[src/rtl/key_debounce_pulse.sv]
// key_debounce_pulse: conditioning stage for the timer's pause/start key.
// The raw push-button goes through a two-flop synchroniser and a counter-based
// debounce FSM. Outputs are a registered press pulse, a release pulse, the
// debounced level and a run/pause toggle.
// Optional feature macro: AUTO_REPEAT_EN. When it is defined, a held key
// produces repeat press pulses after REPEAT_DELAY cycles and then every
// REPEAT_PERIOD cycles. When it is undefined, no repeat counter exists.
module key_debounce_pulse #(
   parameter int DEBOUNCE_CYCLES = 240000,
   parameter bit KEY_ACTIVE_LOW  = 1'b1,
   parameter int REPEAT_DELAY    = 6000000,
   parameter int REPEAT_PERIOD   = 1200000
) (
   input  logic clk_in,
   input  logic rst_in,
   input  logic key_in,
   output logic key_pulse,
   output logic release_pulse,
   output logic key_level,
   output logic key_toggle
);

   // Counter width covers the longest interval any counter has to measure.
   localparam int MAX_AB  = (DEBOUNCE_CYCLES > REPEAT_DELAY) ? DEBOUNCE_CYCLES : REPEAT_DELAY;
   localparam int CNT_MAX = (MAX_AB > REPEAT_PERIOD) ? MAX_AB : REPEAT_PERIOD;
   localparam int CW      = $clog2(CNT_MAX + 1);

   localparam logic [CW-1:0] CNT_ZERO = CW'(0);
   localparam logic [CW-1:0] CNT_ONE  = CW'(1);
   localparam logic [CW-1:0] DB_LAST  = CW'(DEBOUNCE_CYCLES - 1);

   // Raw pin level of a released key (the pull-up level for active-low keys).
   localparam logic RELEASED_RAW = KEY_ACTIVE_LOW;

   typedef enum logic [1:0] {
      ST_IDLE         = 2'd0,
      ST_WAIT_PRESS   = 2'd1,
      ST_PRESSED      = 2'd2,
      ST_WAIT_RELEASE = 2'd3
   } state_t;

   logic          r_sync1;
   logic          r_sync2;
   logic          w_key_s;
   state_t        r_state;
   logic [CW-1:0] r_cnt;
   logic          r_key_pulse;
   logic          r_release_pulse;
   logic          r_key_level;
   logic          r_key_toggle;

`ifdef AUTO_REPEAT_EN
   localparam logic [CW-1:0] RPT_DELAY_LAST  = CW'(REPEAT_DELAY - 1);
   localparam logic [CW-1:0] RPT_PERIOD_LAST = CW'(REPEAT_PERIOD - 1);

   logic [CW-1:0] r_rpt_cnt;
   logic          r_rpt_first;
   logic          w_rpt_fire;
`endif

   // Two-flop synchroniser. These are the only flops that look at key_in.
   always_ff @(posedge clk_in or posedge rst_in) begin
      if (rst_in) begin
         r_sync1 <= RELEASED_RAW;
         r_sync2 <= RELEASED_RAW;
      end else begin
         r_sync1 <= key_in;
         r_sync2 <= r_sync1;
      end
   end

   // Normalise the synchronised key so that 1 always means pressed.
   assign w_key_s = r_sync2 ^ RELEASED_RAW;

`ifdef AUTO_REPEAT_EN
   // Repeat is due when the first delay or the running period has elapsed.
   always_comb begin
      w_rpt_fire = 1'b0;
      if (r_rpt_first) begin
         w_rpt_fire = (r_rpt_cnt == RPT_DELAY_LAST);
      end else begin
         w_rpt_fire = (r_rpt_cnt == RPT_PERIOD_LAST);
      end
   end
`endif

   // Debounce FSM with registered pulse, level and toggle outputs.
   always_ff @(posedge clk_in or posedge rst_in) begin
      if (rst_in) begin
         r_state         <= ST_IDLE;
         r_cnt           <= CNT_ZERO;
         r_key_pulse     <= 1'b0;
         r_release_pulse <= 1'b0;
         r_key_level     <= 1'b0;
         r_key_toggle    <= 1'b0;
`ifdef AUTO_REPEAT_EN
         r_rpt_cnt       <= CNT_ZERO;
         r_rpt_first     <= 1'b1;
`endif
      end else begin
         r_key_pulse     <= 1'b0;
         r_release_pulse <= 1'b0;
         case (r_state)
            ST_IDLE: begin
               r_key_level <= 1'b0;
               if (w_key_s) begin
                  r_state <= ST_WAIT_PRESS;
                  r_cnt   <= CNT_ZERO;
               end
            end
            ST_WAIT_PRESS: begin
               if (!w_key_s) begin
                  // Bounce: drop back without any output.
                  r_state <= ST_IDLE;
                  r_cnt   <= CNT_ZERO;
               end else if (r_cnt == DB_LAST) begin
                  r_state      <= ST_PRESSED;
                  r_cnt        <= CNT_ZERO;
                  r_key_pulse  <= 1'b1;
                  r_key_level  <= 1'b1;
                  r_key_toggle <= ~r_key_toggle;
`ifdef AUTO_REPEAT_EN
                  r_rpt_cnt    <= CNT_ZERO;
                  r_rpt_first  <= 1'b1;
`endif
               end else begin
                  r_cnt <= r_cnt + CNT_ONE;
               end
            end
            ST_PRESSED: begin
               if (!w_key_s) begin
                  r_state <= ST_WAIT_RELEASE;
                  r_cnt   <= CNT_ZERO;
               end else begin
                  r_cnt <= CNT_ZERO;
`ifdef AUTO_REPEAT_EN
                  // A release bounce freezes this schedule instead of restarting it.
                  if (w_rpt_fire) begin
                     r_key_pulse <= 1'b1;
                     r_rpt_cnt   <= CNT_ZERO;
                     r_rpt_first <= 1'b0;
                  end else begin
                     r_rpt_cnt <= r_rpt_cnt + CNT_ONE;
                  end
`endif
               end
            end
            ST_WAIT_RELEASE: begin
               if (w_key_s) begin
                  // Release bounce: key is still considered pressed.
                  r_state <= ST_PRESSED;
                  r_cnt   <= CNT_ZERO;
               end else if (r_cnt == DB_LAST) begin
                  r_state         <= ST_IDLE;
                  r_cnt           <= CNT_ZERO;
                  r_release_pulse <= 1'b1;
                  r_key_level     <= 1'b0;
               end else begin
                  r_cnt <= r_cnt + CNT_ONE;
               end
            end
            default: begin
               r_state     <= ST_IDLE;
               r_cnt       <= CNT_ZERO;
               r_key_level <= 1'b0;
            end
         endcase
      end
   end

   assign key_pulse     = r_key_pulse;
   assign release_pulse = r_release_pulse;
   assign key_level     = r_key_level;
   assign key_toggle    = r_key_toggle;

endmodule
[config.mk]
export PLATFORM = sky130hd
export DESIGN_NAME = key_debounce_pulse
export DESIGN_NICKNAME = d
export VERILOG_FILES = /design/src/rtl/key_debounce_pulse.sv
export SDC_FILE = /design/constraint.sdc
export NUM_CORES = 1
export LEC_CHECK = 0
export BUFFER_PORTS_ARGS = -buffer_cell sky130_fd_sc_hd__buf_2
export CAP_MARGIN = 10
export CORE_MARGIN = 10
export CORE_UTILIZATION = 54
export CTS_BUF_LIST = sky130_fd_sc_hd__clkbuf_16
export DETAILED_ROUTE_END_ITERATION = 6
export PLACE_DENSITY = 0.74
export SYNTH_ARGS = -nofsm -noshare
export SYNTH_HDL_FRONTEND = slang
export SYNTH_SLANG_ARGS = --single-unit
[constraint.sdc]
create_clock -name clk_in -period 2.15 [get_ports clk_in]
set_input_delay 0.1075 -clock clk_in [delete_from_list [all_inputs] [get_ports clk_in]]
set_output_delay 0.1075 -clock clk_in [all_outputs]
set_load 0.02 [all_outputs]
After elaboration in Yosys (flattened, before gate mapping) --
Index checks and enable logic that the tools add are counted.
Word-level totals: bits in registers 31, input port bits 3, output and inout port bits 4, word-level logic and storage cells 50
Cells by class: $add $sub $neg 1, equal/unequal tests 12, muxes and demuxes 22, bitwise operators 2, reductions and logical operators 5
Operators by type and width (number):
- $mux 23 | 4
- $pmux 23 s4 | 1
- $add 23x1->23 const B | 1
- $eq 23x18->1 const B | 1
- $mux 2 | 6
- $ne 2x2->1 const B | 6
- $mux 1 | 9
- $pmux 2 s4 | 1
- $ne 3x3->1 const B | 2
- $reduce_and 5->1 | 1
- $eq 2x2->1 const B | 2
- $reduce_and 4->1 | 1
- $pmux 1 s3 | 1
- $reduce_and 3->1 | 1
- $reduce_bool 3->1 | 1
- $eq 2x1->1 const B | 1
- $logic_not 2->1 | 1
- $not 1->1 | 2

Depth between registers and ports, before layout --
depth in word-level cells 4, depth in mapped cells 8, depth with buffers taken out 7

Worst setup path after synthesis --
OpenSTA, ideal clock, no wires.
kind reg-to-reg, start point register r_cnt[12], end point register r_state[0], setup time 0.130 ns, arrival 1.926 ns, data required time 2.020 ns, slack 0.094 ns, stages on the path, launching flop included 8, buffers on the path 2, clock period less this slack 2.056 ns, cell sequence dfrtp_1 -> buf_2 -> or4b_4 -> nor4_4 -> a21oi_2 -> buf_6 -> nor4_1 -> a21oi_1
On the way: word-level cells in the longest chain between the ends 3, elaborated cells on any way between the ends 4, classes of those cells 3 x eq/ne; 1 x reduce/logical
RTL lines:
- start: declaration | line 46 | logic [CW-1:0] r_cnt;
- start signal: assignment | line 127 | r_cnt <= r_cnt + CNT_ONE;
- start signal: assignment | line 159 | r_cnt <= r_cnt + CNT_ONE;
- $eq 23x18->1 * | line 116, 153
- $ne 3x3->1 (no source line)
- $reduce_and 4->1 (no source line) *
- end signal: assignment | line 114 | r_state <= ST_IDLE;
- end signal: assignment | line 117 | r_state <= ST_PRESSED;
- end signal: assignment | line 154 | r_state <= ST_IDLE;
- end: declaration | line 45 | state_t r_state;
Every way passes the cells marked *; elsewhere a longest branch is shown, timed or not. A chain may end at the register's enable or synchronous reset.

Worst setup path in the final report --
start point register r_cnt[18], end point register r_state[0]
The elaborated chain is that of the path after synthesis.

==> results.md <==
- The synthesized design contains 31 register bits.
- The post-layout total power is approximately 2000 uW.
- The largest area contributor in the netlist is sky130_fd_sc_hd__dfrtp_1.
- After clock tree synthesis, the clock-pin slew on the worst setup and hold paths is roughly 0.050 ns.
- Max-cap violations in this run came to 0.
- The share of synthesized area in the top cell type comes to 0.423.
- In this run the mean area of a mapped cell was between 9 and 10 um^2.
- The data arrival time of the critical path is roughly 2.3 ns.
- Timing analysis after detailed placement gives a worst setup slack of -0.147 ns.
- The count of distinct cell types in the synthesized netlist is between 40 and 50.
- The final critical path time including I/O delays and setup is 2.11 ns.
- The final number of max-transition violations is 0.
- The repair_antennas step left the layout with diodes totalling 0.
- The first global-routing pass estimated 7050 um of wire.
- Setup repair after global routing could not meet its margin everywhere.
- Traced cell by cell, the critical path runs through or4b_1 -> nor4_4 -> buf_4 -> a21oi_2 -> a211o_1 -> a21oi_1.
- The transition time at the pin with the least slew margin is approximately 0.64 ns.
- The upper clock frequency limit is 0.473 GHz.
- Dividing the final minimum period by the clock period gives 0.983.
- Ranked by total cell area, the synthesized netlist is headed by sky130_fd_sc_hd__dfrtp_1, sky130_fd_sc_hd__a31oi_1, sky130_fd_sc_hd__nand2_1.
- The finished layout holds 258 standard cells, fillers aside.
- The placeable core region is 3050 um^2.
- The initial antenna violation count was 0.
- The share of the Yosys chip area taken by registers is 0.453.
- The global-route congestion overflow total is 0.
- The number of remaining DRC errors is 0.
- Across the VDD grid, the largest voltage drop is ~460 uV.
- The setup slack after layout is ~0.038 ns.
- The die is about 76 um wide.
- The number of buffer and inverter stages on the critical path is 1.
- Using the TritonRoute via totals, the vias-per-cell ratio works out to 6.41.
- The net count of the finished layout is roughly 220.
- The number of buffers inserted during clock tree synthesis is 5.
- The startpoint-to-endpoint class of the critical path is reg -> reg.
- The total leakage power is about 0.00095 uW.
- For this design the top-level I/O count stands at 7.
- The most used flip-flop cell after synthesis is sky130_fd_sc_hd__dfrtp_1.
- The worst min-delay path class is reg -> reg.
- The count of warnings emitted by yosys is 0.
- The die height is between 70 and 80 um.
- The power density over cell area is roughly 950 nW/um^2.
- The buffer depth of the longest clock path is 2.
- In the final routed layout, each cell accounts on average for between 15 and 20 um.
- Wires add up to between 4000 and 5000 um.
- In this run, synthesis inferred 0 flip-flops with an integrated enable.
- Broken down by cell family, the worst path's largest delay share belongs to simple AND/OR/NAND/NOR gates.
- The wire-length estimate of the detail-placed layout is 2830 um.
- STA classifies the critical path startpoint as a register.
- The ratio of cells with drive above 1 in the final layout is 0.173.
- The final route contains 1653 vias.
- Routability-driven placement finished with a final weighted congestion of ~0.86.
- Entering global routing, the biggest net connects 22 pins.
- For this block, the initial DRC count from the detailed router was approximately 180.
- The number of global-route vias before repair came to 1515.
- Port buffering added 6 buffers.
- The critical path endpoint category is a register.
- The effective utilization at floorplan is 0.562.
- The number of sinks on the clock net is 31.
- The number of instances in the placed design is 246.
- In this run the cell area of the synthesized design comes to 1720 um^2.
- The number of standard-cell rows in the floorplan is 20.
- At the worst endpoint, the required time is 2.35 ns.
- Ranked by instance count, the synthesized netlist is headed by sky130_fd_sc_hd__dfrtp_1, sky130_fd_sc_hd__nand2_1, sky130_fd_sc_hd__a31oi_1.
- The relative area change from synthesis to final layout is 20.3%.
- Among all cell types in the netlist, the one instantiated most often is sky130_fd_sc_hd__dfrtp_1.
- In the synthesized netlist the async set-or-reset flop fraction comes to 1.00.
- The clock tree from TritonCTS is yes.
- The slowest cell on the critical path is sky130_fd_sc_hd__or4b_1.
- The filler cells instantiated in the layout total 249.
- The worst-case headroom to the max-slew limit is 0.571.
- The worst clock skew is 0.00175 ns.
- Setup violations remaining at the end of the flow were counted as 0.
- The flow ran to the end, and the final reports show no timing, DRC or antenna violations.
- The tree is rooted in a sky130_fd_sc_hd__clkbuf_16.
- The maximum level of the CTS H-tree is 2.
- The tightest hold margin is ~0.36 ns.
- For this run, the total global-route usage over all layers was measured as 0.145.
- The number of nets in the synthesized netlist is about 200.
- The number of hold violations in the final report is 0.
- The remaining antenna violation count after routing is 0.
- The critical path's largest stage delay is roughly 0.58 ns.
- In this run the worst path has a maximum fanout of 10.
- The clock latency on the worst-skew pair is ~0.27 ns.
- The total die area is ~5800 um^2.
- The gate count of the mapped netlist is approximately 190.
- The number of optimization iterations in the first detailed-route pass is 5.
==> path summary, 6_finish.rpt <==
check / start / to / slack (ns) / cells past startpoint
setup / recovery: r_cnt[18] / r_state[0] / 0.04 / 6
hold / removal: r_sync1 / r_sync2 / 0.36 / 0
setup reg to reg: r_cnt[18] / r_state[0] / 0.04 / 6
hold reg to reg: r_sync1 / r_sync2 / 0.36 / 0
max in group asynchronous: rst_in / r_sync2 / 0.97 / 4
min in group asynchronous: rst_in / r_cnt[10] / 0.46 / 3
==> flip-flops by register name (all words and copies together) (netlist names), named ones only <==
| register | cells |
|---|---|
| r_cnt | 23 |
| key_level | 1 |
| key_pulse | 1 |
| key_toggle | 1 |
| r_state | 1 |
| r_sync1 | 1 |
| r_sync2 | 1 |
| release_pulse | 1 |
==> kinds of logic (layout without fill, tap and decap cells) <==
| group | count (synthesis) | after routing | synth area share |
|---|---|---|---|
| flops | 31 | 31 | 0.453 |
| fa+ha+maj | 5 | 5 | 0.0364 |
| simple gates | 73 | 73 | 0.232 |
| mux | 2 | 2 | 0.0124 |
| compound gates | 59 | 60 | 0.217 |
| xor+xnor | 1 | 1 | 0.00510 |
| buf+inv | 17 | 42 | 0.0437 |
==> power by group <==
part,leakage (uW),internal (uW),switching (uW),total (uW)
Clock,0.0000701,415,232,647
Combinational,0.000458,244,395,638
Sequential,0.000420,632,40.8,673
Total,0.000948,1290,668,1960
==> cell type report <==
class,count,area [um^2],share of cell area
multi-input cells,141,883,0.428
flip-flops and latches,31,778,0.377
repair buffers,25,178,0.0861
clock buffers,5,125,0.0606
well taps,44,55.1,0.0267
inverters,9,33.8,0.0164
clock inverters,3,11.3,0.00545
==> stage by stage <==
stage / instance area (um^2) / util / setup TNS, ns
floorplan: 1720 / - / 0
global placement: 1880 / 0.616 / -0.137
detailed placement: 1880 / 0.616 / -0.907
CTS: 2050 / 0.671 / 0
global route: 2060 / 0.676 / -0.0506
finish: 2060 / 0.676 / 0
==> per-layer routing <==
layer	routed length (um)	track usage
met3	386	0.0318
met5	0	0
met4	139	0.0651
met1	1770	0.174
met2	2090	0.240
==> layout by cell type, fill, tap and decap left out, types with 6 or more instances in the layout <==
master                    instances
sky130_fd_sc_hd__dfrtp_1         29
sky130_fd_sc_hd__nand2_1         22
sky130_fd_sc_hd__a31oi_1         18
sky130_fd_sc_hd__buf_4           17
sky130_fd_sc_hd__a21oi_1         15
sky130_fd_sc_hd__nand3_1         13
sky130_fd_sc_hd__inv_1           10
sky130_fd_sc_hd__nor2_1           9
sky130_fd_sc_hd__o21ai_0          9
sky130_fd_sc_hd__buf_2            6
==> repair_timing <==
| action | in CTS | in global routing |
|---|---|---|
| hold buffers | 2 | 0 |
| endpoints found under the setup margin | 18 | 12 |
| hold endpoints to repair | 16 | 0 |
| gates resized for setup | 2 | 0 |
| setup buffers | 0 | 1 |
| cloned | 0 | 1 |
| pin swaps | 0 | 1 |
Power figures use the tool's default switching activity.
